<file path="src/rtl/i2s_audio_receiver.sv">
// I2S stereo capture: oversamples BCLK/LRCLK/DIN in the clk domain, deserializes
// MSB-aligned left/right words and queues complete frames on a valid/ready stream.
module i2s_audio_receiver #(
  parameter int DATA_WIDTH = 24,
  parameter int FIFO_DEPTH = 4
) (
  input  logic                               clk,
  input  logic                               reset_n,
  input  logic                               enable,
  input  logic                               i2s_bclk,
  input  logic                               i2s_lrclk,
  input  logic                               i2s_din,
  output logic [DATA_WIDTH-1:0]              out_left,
  output logic [DATA_WIDTH-1:0]              out_right,
  output logic                               out_valid,
  input  logic                               out_ready,
  output logic [$clog2(FIFO_DEPTH+1)-1:0]    fifo_level,
  output logic                               locked,
  output logic                               overrun,
  input  logic                               overrun_clear
);

  localparam int          LVL_W = $clog2(FIFO_DEPTH + 1);
  localparam int          PTR_W = $clog2(FIFO_DEPTH);
  localparam int unsigned DW    = DATA_WIDTH;

  typedef enum logic [1:0] {UNLOCKED, LEFT, RIGHT} state_t;

  logic [1:0] bclk_sync, lr_sync, din_sync;
  logic       bclk_d, bclk_rise, lr, d, lr_prev;

  // lr/d are captured together with the rise strobe so they stay aligned with it
  always_ff @(posedge clk or negedge reset_n) begin
    if (!reset_n) begin
      bclk_sync <= '0;
      lr_sync   <= '0;
      din_sync  <= '0;
      bclk_d    <= 1'b0;
      bclk_rise <= 1'b0;
      lr        <= 1'b0;
      d         <= 1'b0;
      lr_prev   <= 1'b0;
    end else begin
      bclk_sync <= {bclk_sync[0], i2s_bclk};
      lr_sync   <= {lr_sync[0], i2s_lrclk};
      din_sync  <= {din_sync[0], i2s_din};
      bclk_d    <= bclk_sync[1];
      bclk_rise <= bclk_sync[1] & ~bclk_d;
      if (bclk_sync[1] & ~bclk_d) begin
        lr <= lr_sync[1];
        d  <= din_sync[1];
      end
      if (bclk_rise) lr_prev <= lr;
    end
  end

  state_t                state;
  logic [DATA_WIDTH-1:0] shreg, shreg_cap, left_hold, bit_mask;
  logic [5:0]            bit_cnt, bit_cnt_inc;
  logic                  commit;
  logic [DATA_WIDTH-1:0] commit_left, commit_right;

  always_comb begin
    bit_mask    = (32'(bit_cnt) < DW) ? (DATA_WIDTH'(1) << (DW - 1 - 32'(bit_cnt))) : '0;
    shreg_cap   = d ? (shreg | bit_mask) : (shreg & ~bit_mask);
    bit_cnt_inc = (bit_cnt == 6'd63) ? bit_cnt : bit_cnt + 6'd1;
  end

  always_ff @(posedge clk or negedge reset_n) begin
    if (!reset_n) begin
      state        <= UNLOCKED;
      shreg        <= '0;
      left_hold    <= '0;
      bit_cnt      <= '0;
      locked       <= 1'b0;
      commit       <= 1'b0;
      commit_left  <= '0;
      commit_right <= '0;
    end else begin
      commit <= 1'b0;
      if (!enable) begin
        state     <= UNLOCKED;
        shreg     <= '0;
        left_hold <= '0;
        bit_cnt   <= '0;
        locked    <= 1'b0;
      end else if (bclk_rise) begin
        case (state)
          UNLOCKED: begin
            if (lr_prev && !lr) begin
              state   <= LEFT;
              shreg   <= '0;
              bit_cnt <= '0;
              locked  <= 1'b1;
            end
          end
          LEFT: begin
            if (lr && !lr_prev) begin
              left_hold <= shreg_cap;
              shreg     <= '0;
              bit_cnt   <= '0;
              state     <= RIGHT;
            end else begin
              shreg   <= shreg_cap;
              bit_cnt <= bit_cnt_inc;
            end
          end
          RIGHT: begin
            if (!lr && lr_prev) begin
              commit       <= 1'b1;
              commit_left  <= left_hold;
              commit_right <= shreg_cap;
              shreg        <= '0;
              bit_cnt      <= '0;
              state        <= LEFT;
            end else begin
              shreg   <= shreg_cap;
              bit_cnt <= bit_cnt_inc;
            end
          end
          default: state <= UNLOCKED;
        endcase
      end
    end
  end

  logic [DATA_WIDTH-1:0] mem_left  [FIFO_DEPTH];
  logic [DATA_WIDTH-1:0] mem_right [FIFO_DEPTH];
  logic [PTR_W-1:0]      wr_ptr, rd_ptr;
  logic                  pop, push, full;

  always_comb begin
    out_valid = (fifo_level != '0);
    out_left  = mem_left[rd_ptr];
    out_right = mem_right[rd_ptr];
    pop       = out_valid & out_ready;
    full      = (fifo_level == LVL_W'(FIFO_DEPTH));
    push      = commit & (~full | pop);
  end

  // pointers wrap naturally because the depth is a power of two
  always_ff @(posedge clk or negedge reset_n) begin
    if (!reset_n) begin
      mem_left   <= '{default: '0};
      mem_right  <= '{default: '0};
      wr_ptr     <= '0;
      rd_ptr     <= '0;
      fifo_level <= '0;
      overrun    <= 1'b0;
    end else begin
      if (push) begin
        mem_left[wr_ptr]  <= commit_left;
        mem_right[wr_ptr] <= commit_right;
        wr_ptr            <= wr_ptr + PTR_W'(1);
      end
      if (pop) rd_ptr <= rd_ptr + PTR_W'(1);
      case ({push, pop})
        2'b10:   fifo_level <= fifo_level + LVL_W'(1);
        2'b01:   fifo_level <= fifo_level - LVL_W'(1);
        default: fifo_level <= fifo_level;
      endcase
      if (commit && !push)    overrun <= 1'b1;
      else if (overrun_clear) overrun <= 1'b0;
    end
  end

endmodule

</file>
<file path="config.mk">
export PLATFORM = sky130hd
export DESIGN_NAME = i2s_audio_receiver
export DESIGN_NICKNAME = d
export VERILOG_FILES = /design/src/rtl/i2s_audio_receiver.sv
export SDC_FILE = /design/constraint.sdc
export NUM_CORES = 1
export LEC_CHECK = 0
export ABC_CLOCK_PERIOD_IN_PS = 2600
export CELL_PAD_IN_SITES_DETAIL_PLACEMENT = 1
export CELL_PAD_IN_SITES_GLOBAL_PLACEMENT = 2
export CORE_UTILIZATION = 45
export CTS_BUF_LIST = sky130_fd_sc_hd__clkbuf_2
export CTS_CLUSTER_SIZE = 12
export DETAILED_ROUTE_END_ITERATION = 8
export MAX_ROUTING_LAYER = met4
export PLACE_DENSITY_LB_ADDON = 0.1
export SYNTH_ARGS = -nofsm -noshare
export SYNTH_HDL_FRONTEND = slang
export SYNTH_SLANG_ARGS = --single-unit
</file>
<file path="constraint.sdc">
create_clock -name clk -period 2.6 [get_ports clk]
set_input_delay 0.52 -clock clk [delete_from_list [all_inputs] [get_ports clk]]
set_output_delay 0.52 -clock clk [all_outputs]
set_load 0.02 [all_outputs]
</file>
# After elaboration in Yosys (flattened, before gate mapping)
# Cells that the tools add are included.
[totals]
output_inout_bits = 54
wordCells = 127
input_bits = 8
ff_bits = 317
[op_classes]
shift = 1
bitwise = 11
muxes = 45
eq_ne = 15
magnitude_cmp = 4
n_addsub = 6
n_reduce_logical = 17
[op_table]
columns = ["cell", "n"]
rows = [
  ["24-bit 2-to-1 mux", 16],
  ["96-bit bitwise mux", 2],
  ["24-bit binary-select mux with 2-bit select", 2],
  ["24-bit one-hot mux with 3 select lines", 1],
  ["24-bit demux with 2-bit select", 1],
  ["6-bit 2-to-1 mux", 6],
  ["1-bit by 32-bit << shifter with 24-bit output (first input constant)", 1],
  ["24-bit bitwise AND", 1],
  ["24-bit NOT", 1],
  ["24-bit bitwise OR", 1],
  ["6-bit one-hot mux with 3 select lines", 1],
  ["3-bit AND reduction", 4],
  ["1-bit 2-to-1 mux", 10],
  ["2-bit by 1-bit inequality test with 1-bit output (second input constant)", 5],
  ["2-bit 2-to-1 mux", 4],
  ["5-bit by 6-bit subtractor with 7-bit output (first input constant)", 1],
  ["6-bit by 1-bit adder with 6-bit output (second input constant)", 1],
  ["6-bit equality test (second input constant)", 1],
  ["3-bit greater-or-equal comparator (second input constant)", 2],
  ["6-bit by 5-bit less-than comparator with 1-bit output (second input constant)", 1],
  ["3-bit inequality test (second input constant)", 2],
  ["2-bit NOT with 3-bit output", 2],
  ["3-bit one-hot mux with 2 select lines", 1],
  ["2-bit by 1-bit adder with 2-bit output (second input constant)", 2],
  ["other kinds (19)", 30],
]

# Longest topological paths before layout
# Gate-level depths: netlist of run 1.
[logic_depth]
depth_word = 10
mapped_depth = 10
mapped_depth_nobuf = 9

# Worst setup path after synthesis of run 1
# OpenSTA, ideal clock, no wires.
[synth_path]
path_kind = "reg-to-reg"
from = "register fifo_level[1]"
to = "register fifo_level[2]"
path_stages_with_launch = 11
path_slack_ns = 0.493
setup_ns = 0.080
t_required_ns = 2.520
path_buffers = 1
arrival_ns = 2.027
period_less_slack_ns = 2.107
path_cell_list = "dfrtp_1 nor4b_2 nor2b_1 buf_6 inv_1 ha_1 inv_1 fa_1 xor2_1 nor2_1 xor2_1"
[synth_via]
elab_chain_cells = 6
elab_cells_between_ends = 12
cone_classes = "2 x add/sub; 3 x eq/ne; 1 x mux; 4 x bitwise; 2 x reduce/logical"
[synth_lines]
columns = ["element", "line_no", "source"]
rows = [
  ["from (decl)", "17", "output logic [$clog2(FIFO_DEPTH+1)-1:0] fifo_level,"],
  ["from (signal assigned)", "158", "2'b10: fifo_level <= fifo_level + LVL_W'(1);"],
  ["from (signal assigned)", "159", "2'b01: fifo_level <= fifo_level - LVL_W'(1);"],
  ["from (signal assigned)", "160", "default: fifo_level <= fifo_level;"],
  ["3-bit nonzero test / 3-bit equality test (equally long branches)", "133, 137", ""],
  ["1-bit bitwise AND / 1-bit NOT (equally long branches)", "136, 138", ""],
  ["1-bit bitwise OR", "138", "push = commit & (~full | pop);"],
  ["1-bit bitwise AND", "138", ""],
  ["2-bit by 1-bit equality test with 1-bit output / 2-bit equality test (equally long branches)", "157", "case ({push, pop})"],
  ["3-bit one-hot mux with 2 select lines / 2-bit nonzero test (equally long branches)", "n/a", ""],
]
# Several ways; a longest one is shown, not always the timed one.
# A chain may end at the register's enable or synchronous reset.

# Worst setup path in the final report of run 1
[layout_path]
from = "register rd_ptr[0]"
to = "output out_right[16]"
[layout_via]
elab_chain_cells = 4
[layout_lines]
columns = ["element", "line_no", "source"]
rows = [
  ["from (decl)", "129", "logic [PTR_W-1:0] wr_ptr, rd_ptr;"],
  ["from (signal assigned)", "156", "if (pop) rd_ptr <= rd_ptr + PTR_W'(1);"],
  ["2-bit NOT with 3-bit output (not written as such)", "135", "out_right = mem_right[rd_ptr];"],
  ["24-bit binary-select mux with 2-bit select", "135", ""],
  ["24-bit 2-to-1 mux (not written as such) (2 in a row)", "135", ""],
  ["to (decl)", "14", "output logic [DATA_WIDTH-1:0] out_right,"],
]
# No other way between the ends. The select of a mux whose other input is x is not followed.

==> results of run 1 <==
[state kept, by name, indices dropped and copies added (netlist names)]
name          flops
locked            1
lr_sync           2
commit_right     24
left_hold        24
fifo_level        3
bclk_d            1
rd_ptr            2
mem_left         96
lr_prev           1
bclk_rise         1
overrun           1
bclk_sync         2
state             2
wr_ptr            2
lr                1
commit_left      24
d                 1
commit            1
din_sync          2
bit_cnt           6
shreg            24
mem_right        96
[critical path: cells and delay by family, from the launching register on]
family	cells	cell delay [ns]
flops	1	0.46
buf+inv	3	0.52
mux	1	0.50
[repair_timing]
item                                    4_1_cts  5_1_grt
gates resized for setup                     206       32
endpoints found under the setup margin       49       49
endpoints found under the hold margin       242        0
gates cloned                                  3        2
hold buffers                                  4        0
buffers inserted                              8        0
pin swaps                                     0        0
[layout make-up]
type | count | area [um^2]
diodes | 2 | 5.00
flip-flops and latches | 317 | 7940
clock buffers | 127 | 636
clock inverters | 14 | 82.6
well taps | 396 | 495
repair buffers | 113 | 1200
multi-input cells | 611 | 5610
inverters | 14 | 52.6
fillers | 3134 | 14700
[power by group through the flow]
stage                     clock, mW  sequential, mW  combinational (mW)
after floorplan                   0            5.16               0.808
after global placement            0            5.21                1.30
after detailed placement          0            5.21                1.33
after CTS                      3.54            5.10                1.66
after global routing           3.76            5.12                1.87
final                          3.37            5.10                1.73
[cells by family after synthesis]
kind of cell | count (synthesis) | synth area share, %
compound gates | 101 | 3.88
mux | 269 | 27.3
xor+xnor | 6 | 0.374
flops | 317 | 56.5
simple gates | 222 | 6.97
fa+ha+maj | 13 | 1.21
buf+inv | 71 | 3.79
[routing by layer]
layer / vias up / wire length, um
met5: - / 0
met4: 0 / 660
met3: 65 / 921
met2: 142 / 15000
met1: 4408 / 14900
li1: 3849 / -
[worst max path at each step]
stage	startpoint	endpoint	slack [ns]	cells after the start
floorplan	fifo_level[1]	fifo_level[2]	0.49	10
global placement	out_ready	fifo_level[2]	0.14	10
detailed placement	out_ready	fifo_level[2]	0.04	10
CTS	rd_ptr[0]	out_right[14]	-0.37	4
global route	rd_ptr[0]	out_right[14]	-0.37	4
finish	rd_ptr[0]	out_right[16]	-0.27	4
[metrics by stage]
stage	hold WS, ns	cell area, um^2	setup TNS [ns]
floorplan	0.224	14100	0
global placement	0.333	15200	0
detailed placement	0.336	15200	0
CTS	0.0239	15900	-15.78
global route	0.0575	16000	-16.32
finish	0.119	16000	-11.18
[cell usage in the layout, fill, tap and decap left out, types with 6 or more instances in the layout]
cell and n:
dfrtp_1 315, nand2_1 168, clkbuf_2 127, mux2_2 116, mux2_4 80, o21ai_0 80, mux4_2 48, buf_2 29
buf_4 26, mux2i_1 25, buf_6 20, buf_12 15, inv_1 13, nor2_1 12, ha_1 12, clkdlybuf4s50_1 11
nand2b_1 8, nand3_1 8, a21oi_1 7, clkinv_1 7, nor3_1 6
==> impl_metrics.tcl, run 1 <==
set metrics [dict create \
    run_status "finished with violations" \
    violations "negative setup slack" \
    clk_pin_slew_ns 0.11 \
    skew_ns 0.105 \
    syn_inst 999 \
    ys.flop_type "dfrtp_1" \
    rr_startpoint "bit_cnt[3]" \
    power_mw 10.2 \
    grt_use_total_pct 21.6 \
    synth_area_per_cell_um2 14.1 \
    first_global_vias 9282 \
    cp_max_fo 5 \
    pwr-share-seq_pct 50.0 \
    place_inst 1434 \
    final_cells 1594 \
    met3_usage_pct 3.71 \
    cp_cell_sequence "buf_4 -> clkbuf_16 -> mux4_2 -> buf_2" \
    grt_use_met1_pct 29.8 \
    die_h_um 179 \
    max_stage_delay_ns 0.50 \
    fin_crit_sh_pct 110 \
    top_usage_layer "met2" \
    yosysWarningCount 0 \
    drtAntennaViolNets 0 \
    clockPowerShare_pct 33.0 \
    nNetsFinal 1163 \
    fmax_ghz 0.349 \
    firstDrtPassIters 4 \
    synth_fp_nets 1020 \
    cts_tree "built" \
    ios 62 \
    die-area_mm2 0.0319 \
    swShare_pct 29.7 \
    startpoint_type "flip-flop" \
    portBuffers 61 \
    ys_types 44 \
    clkLatencyLatePin_ns 0.95 \
    synth.most_common_cell "dfrtp_1" \
    fin_util_pct 52.2 \
    die_w_um 179 \
    place_congestion 0.746 \
    drive_above_1_share_pct 41.0 \
    hold_class "primary input to asynchronous set/reset pin" \
    fp.coreArea_mm2 0.0307 \
    num_rows 64 \
    synth_edf_count 0 \
    report.final.slew_viol_count 0 \
    start_util_pct 45.8 \
    drcViolationCount 0 \
    numCtsBuffers 85 \
    root_buffer "clkbuf_2" \
    synthArstFlopShare_pct 100 \
    post-place-ws_ns 0.0399 \
    drv_cap 0 \
    met2_usage_pct 32.3 \
    grt_max_degree 65 \
    via_per_inst 5.31 \
    drt_first_iter_violations 365 \
    synth_seq_cells 317 \
    antenna_found_initial 1 \
    relSlewSlack_pct 63.7 \
    synth_commonest_cells "dfrtp_1 (317), nand2_1 (168), mux2_2 (116), mux2_4 (80), o21ai_0 (80)" \
    vias 8464 \
    area_growth_pct 14.0 \
    yosysTopAreaCellShare_pct 56.5 \
    routed_wirelength_mm 31.5 \
    synth.largest_area_cell "dfrtp_1" \
    rr_endpoint "commit_right[13]" \
    final.min_clock_period_ns 2.87 \
    rsz0062_at_grt "yes" \
    setup_viol 48 \
    critical_path_required_ns 2.08 \
    power.switching_mw 3.03 \
    internal-power_mw 7.17 \
    endpoint_kind "output port" \
    hold_violations 0 \
    clock_sinks 317 \
    place_hpwl_mm 19.8 \
    grt_pass1_wl_mm 51.7 \
    clockBufferDepth 3 \
    wire_per_inst_um 19.7 \
    ys_seq_area_share_pct 56.5 \
    cts_max_level 3 \
    cp_slowest_cell "mux4_2" \
    powerDensity_mw_per_mm2 637 \
    cp.arrival_ns 2.35 \
    regToRegSetupSlack_ns 0.27 \
    fin_ws_ns -0.269 \
    syn-cell-area_mm2 0.0141 \
    grt_overflow_total 0 \
    worstMarginPinSlew_ns 0.545 \
    peakVddDrop_v 0.000318 \
    r2r_cells 7 \
    power_leakage_nw 8.31 \
    crit_type "flip-flop to output port" \
    ys_top_cells_by_area "dfrtp_1 (56%), mux2_2 (9.3%), mux2_4 (8.5%)" \
    combPwrFrac_pct 17.0 \
]
No activity file was read; power rests on OpenSTA's default activity.
==> run 2, diff against run 1 <==
Settings changed: GPL_ROUTABILITY_DRIVEN from default to 0, SETUP_SLACK_MARGIN from default to 0.15.
==> run 2 against run 1 <==
Compared with the run above: the flow still finishes with violations (negative setup slack); critical path depth unchanged; clock-buffer cell count unchanged; clock skew grew 0.00066 ns; first-iteration DRC count shrank 5.5%; non-clock buffer count unchanged; worst setup slack improved by 0.0078 ns; largest cell class unchanged; via count hardly changed; global-route usage hardly changed; cell area barely moved; critical path type unchanged; final cell count is the same; sequential power barely moved.
==> impl_metrics.tcl, run 2 (synthesis results as in run 1) <==
set metrics [dict create \
    setup_tns_ns -10.82 \
    skew_ns 0.105 \
    grt_pass1_wl_mm 51.7 \
    fmax_ghz 0.349 \
    nNetsFinal 1163 \
    worstMarginPinSlew_ns 0.544 \
    place_hpwl_mm 19.8 \
    endpoint_kind "output port" \
    vias 8465 \
    mostFrequentLayoutCells "dfrtp_1 (315), nand2_1 (168), clkbuf_2 (127), mux2_2 (116)" \
    rsz0062_at_grt "yes" \
    run_status "finished with violations" \
    routed_wirelength_mm 31.4 \
    wire_per_inst_um 19.7 \
    clk_pin_slew_ns 0.11 \
    clkLatencyLatePin_ns 0.95 \
    largestRegisters "mem_left (96), mem_right (96)" \
    num_rows 64 \
    report.final.slew_viol_count 0 \
    cp_max_fo 5 \
    grt_max_degree 65 \
    drive_above_1_share_pct 41.3 \
    ios 62 \
    startpoint_type "flip-flop" \
    post-place-ws_ns 0.0399 \
    antenna_found_initial 1 \
    place_area_mm2 0.0152 \
    via_per_inst 5.31 \
    fin_crit_sh_pct 110 \
    power_mw 10.2 \
    drv_cap 0 \
    portBuffers 61 \
    power_leakage_nw 8.32 \
    first_global_vias 9294 \
    max_stage_delay_ns 0.50 \
    die-area_mm2 0.0319 \
    firstDrtPassIters 4 \
    drcViolationCount 0 \
    drtAntennaViolNets 0 \
    grt_overflow_total 0 \
    grt_use_total_pct 21.6 \
    setup_viol 48 \
    violations "negative setup slack" \
    relSlewSlack_pct 63.7 \
    drt_first_iter_violations 345 \
    hold_violations 0 \
    crit_type "flip-flop to output port" \
    area_growth_pct 14.0 \
    final.fill_count 3134 \
    die_w_um 179 \
    cts_max_level 3 \
    start_util_pct 45.8 \
    cts_tree "built" \
    fin_ws_ns -0.262 \
    powerDensity_mw_per_mm2 636 \
    clockBufferDepth 3 \
    die_h_um 179 \
    peakVddDrop_v 0.000319 \
    final.min_clock_period_ns 2.86 \
    clock_sinks 317 \
    final_common_cell "dfrtp_1" \
    cp_slowest_cell "mux4_2" \
    design_area_mm2 0.0160 \
    root_buffer "clkbuf_2" \
    critical_path_required_ns 2.08 \
    hold_class "primary input to asynchronous set/reset pin" \
    fp.coreArea_mm2 0.0307 \
    hold_slack_ns 0.126 \
    cp.arrival_ns 2.34 \
    numCtsBuffers 85 \
    cp_cell_sequence "buf_4 -> clkbuf_16 -> mux4_2 -> buf_2" \
]
## run 2: changes by cell type in the layout (fill, tap and decap cells not counted), sizes merged
| cell | previous run | this run |
|---|---|---|
| dlymetal6s2s | 0 | 1 |
| clkdlybuf4s50 | 11 | 6 |
| buf | 95 | 96 |
| clkdlybuf4s15 | 1 | 0 |
| dlygate4sd2 | 0 | 4 |
## run 2: final timing paths
check	start	end	slack, ns	cells past startpoint
max reg2reg	bit_cnt[3]	commit_right[13]	0.37	7
min in group clk	overrun_clear	overrun	0.24	2
max	rd_ptr[0]	out_right[16]	-0.26	4
max in group asynchronous	reset_n	mem_right[24]	1.63	3
min	reset_n	commit_left[18]	0.13	2
min reg2reg	din_sync[0]	din_sync[1]	0.34	0
## run 2: metal layers
metal / vias up / global-route usage, % / wire, um
met2: 133 / 32.4 / 15000
met1: 4419 / 29.8 / 14900
met5: - / - / 0
met4: 0 / 7.63 / 653
met3: 65 / 3.71 / 900
li1: 3848 / - / -
## run 2: what timing repair did
| item | in CTS | in global routing |
|---|---|---|
| hold endpoints to repair | 242 | 0 |
| endpoints found under the setup margin | 53 | 55 |
| gates cloned | 3 | 2 |
| gates resized for setup | 213 | 35 |
| buffers inserted | 8 | 0 |
| hold buffers | 4 | 0 |
## run 2: through the flow
| stage | std cells | util (%) |
|---|---|---|
| final | 1594 | 52.2 |
| after global routing | 1594 | 52.2 |
| after CTS | 1590 | 51.7 |
| after detailed placement | 1434 | 49.5 |
| after global placement | 1434 | 49.5 |
| after floorplan | 999 | - |
## run 2: worst max-delay path: cells and delay by family, from the launching register on
family   cells  cell delay (ns)
buf+inv      3             0.52
flops        1             0.46
mux          1             0.50
## run 2: layout make-up
| type | count | area, um^2 | area share [%] |
|---|---|---|---|
| inverter | 14 | 52.6 | 0.328 |
| clock buffer | 127 | 636 | 3.97 |
| timing repair buffer | 113 | 1190 | 7.45 |
| clock inverter | 14 | 82.6 | 0.516 |
| antenna | 2 | 5.00 | 0.0312 |
| tap | 396 | 495 | 3.09 |
| multi-input combinational | 611 | 5620 | 35.1 |
| sequential | 317 | 7940 | 49.6 |
## run 2: report_power, final
group          internal, mW  switching (mW)  leakage, nW
Combinational         0.855           0.860         3.38
Clock                  1.30            2.06        0.553
Sequential             4.99           0.110         4.38
Total                  7.15            3.03         8.32
==> run 3, diff against run 2 <==
Settings changed: ABC_CLOCK_PERIOD_IN_PS 2600 to 3300.
Clock period 2.6 ns to 3.3 ns, I/O delays scaled along.
==> run 3 against run 2 <==
Compared with the run above: highest routed layer unchanged; clock-buffer cell count stayed put; the run now ends clean; utilization is 0.80 points lower; combinational power down 20%; global-route usage shrank 0.24 points.
==> impl_metrics.tcl, run 3 (synthesis results as in run 1) <==
set metrics [dict create \
    cp_max_fo 5 \
    swShare_pct 29.3 \
    antenna_found_initial 1 \
    mostFrequentLayoutCells "dfrtp_1 (315), nand2_1 (168), clkbuf_2 (127), mux2_2 (116)" \
    cts_tree "built" \
    hold_slack_ns 0.249 \
    final_cells 1578 \
    drcViolationCount 0 \
    die_h_um 179 \
    root_buffer "clkbuf_2" \
    cp.arrival_ns 2.41 \
    clockBufferDepth 3 \
    combPwrFrac_pct 17.0 \
    clock_sinks 317 \
    grt_max_degree 92 \
    die-area_mm2 0.0319 \
    critPathBufInv 4 \
    cts_max_level 3 \
    wire_per_inst_um 19.8 \
    max_stage_delay_ns 0.53 \
    powerDensity_mw_per_mm2 513 \
    skew_ns 0.0479 \
    first_global_vias 9036 \
    clockPowerShare_pct 33.4 \
    power_leakage_nw 8.22 \
    clk_pin_slew_ns 0.12 \
    via_per_inst 5.29 \
    portBuffers 61 \
    firstDrtPassIters 4 \
    vias 8350 \
    ios 62 \
    nNetsFinal 1144 \
    start_util_pct 45.8 \
    relSlewSlack_pct 30.6 \
    setup_viol 0 \
    power_mw 8.09 \
    internal-power_mw 5.72 \
    final.min_clock_period_ns 3.07 \
    grt_overflow_total 0 \
    drtAntennaViolNets 0 \
    place_hpwl_mm 18.4 \
    fin_crit_sh_pct 93.0 \
    hold_violations 0 \
    numCtsBuffers 84 \
    path_common_cell "buf_6" \
    run_status "finished, final reports clean" \
    largestRegisters "mem_left (96), mem_right (96)" \
    report.final.slew_viol_count 0 \
    pwr-share-seq_pct 49.6 \
    startpoint_type "flip-flop" \
    drive_above_1_share_pct 40.0 \
    final_common_cell "dfrtp_1" \
    place_area_mm2 0.0150 \
    num_rows 64 \
    routed_wirelength_mm 31.2 \
    hold_class "primary input to flip-flop" \
    rsz0062_at_grt "yes" \
    cp_slowest_cell "dfrtp_4" \
    drt_first_iter_violations 320 \
    clkLatencyLatePin_ns 0.88 \
    power.switching_mw 2.37 \
    worstMarginPinSlew_ns 1.04 \
    peakVddDrop_v 0.000280 \
    fmax_ghz 0.326 \
    drv_cap 0 \
    fp.coreArea_mm2 0.0307 \
    endpoint_kind "output port" \
    crit_family "buffers and inverters" \
    design_area_mm2 0.0158 \
    area_growth_pct 12.3 \
    grt_pass1_wl_mm 50.6 \
    setup_tns_ns 0 \
    critical_path_required_ns 2.64 \
    grt_use_total_pct 21.4 \
    die_w_um 179 \
    cp_cell_sequence "buf_6 -> buf_12 -> buf_16 -> mux4_2 -> buf_6" \
    crit_type "flip-flop to output port" \
    place_inst 1417 \
]
run 3: cell count changes in the layout (fill, tap and decap cells not counted), sizes merged, moves of 3 or more:
cell,before,now
clkinv,7,13
dlygate4sd2,4,0
clkdlybuf4s50,6,12
dlygate4sd3,4,1
clkinvlp,4,1
buf,96,81
run 3: routing by layer:
layer | vias up | part of all wire [%] | track usage [%]
li1 | 3828 | - | -
met2 | 138 | 47 | 32.6
met3 | 54 | 3.2 | 3.99
met5 | - | 0 | -
met1 | 4330 | 48 | 29.0
met4 | 0 | 2.2 | 7.13
run 3: metrics by stage:
stage          utilization (%)  setup WS [ns]
3_5_place_dp              48.8          0.168
5_1_grt                   51.4         0.0994
3_3_place_gp              48.8          0.219
4_1_cts                   51.3         0.0777
6_report                  51.4          0.231
2_1_floorplan                -           1.09
run 3: layout make-up:
cell class                      count  area [um^2]
Fill cell                        3133        14900
Timing Repair Buffer               95          948
Clock buffer                      127          636
Antenna cell                        1         2.50
Clock inverter                     17         93.8
Tap cell                          396          495
Sequential cell                   317         7940
Multi-Input combinational cell    611         5610
Inverter                           14         52.6
run 3: final timing paths:
| kind | startpoint | end | slack [ns] | depth (start not counted) |
|---|---|---|---|---|
| setup / recovery | rd_ptr[0] | out_right[22] | 0.23 | 5 |
| hold / removal | i2s_lrclk | lr_sync[0] | 0.25 | 1 |
| setup reg to reg | fifo_level[2] | fifo_level[2] | 0.75 | 9 |
| hold reg to reg | bclk_sync[0] | bclk_sync[1] | 0.35 | 0 |
| max in group asynchronous | reset_n | bclk_sync[0] | 1.98 | 3 |
| min in group asynchronous | reset_n | fifo_level[0] | 0.32 | 2 |
run 3: repair_timing:
item / in CTS / in global routing
setup endpoints to repair: 48 / 9
hold buffers: 1 / 0
buffers inserted: 8 / 2
gates resized for setup: 221 / 1
endpoints found under the hold margin: 66 / 0
gates cloned: 4 / 1
run 3: power groups by stage:
stage | Clock [mW] | Sequential, mW | Combinational (mW)
after floorplan | 0 | 4.06 | 0.637
after global placement | 0 | 4.13 | 0.968
after detailed placement | 0 | 4.13 | 0.969
after CTS | 2.85 | 4.01 | 1.35
after global routing | 3.02 | 4.03 | 1.47
final | 2.70 | 4.01 | 1.37
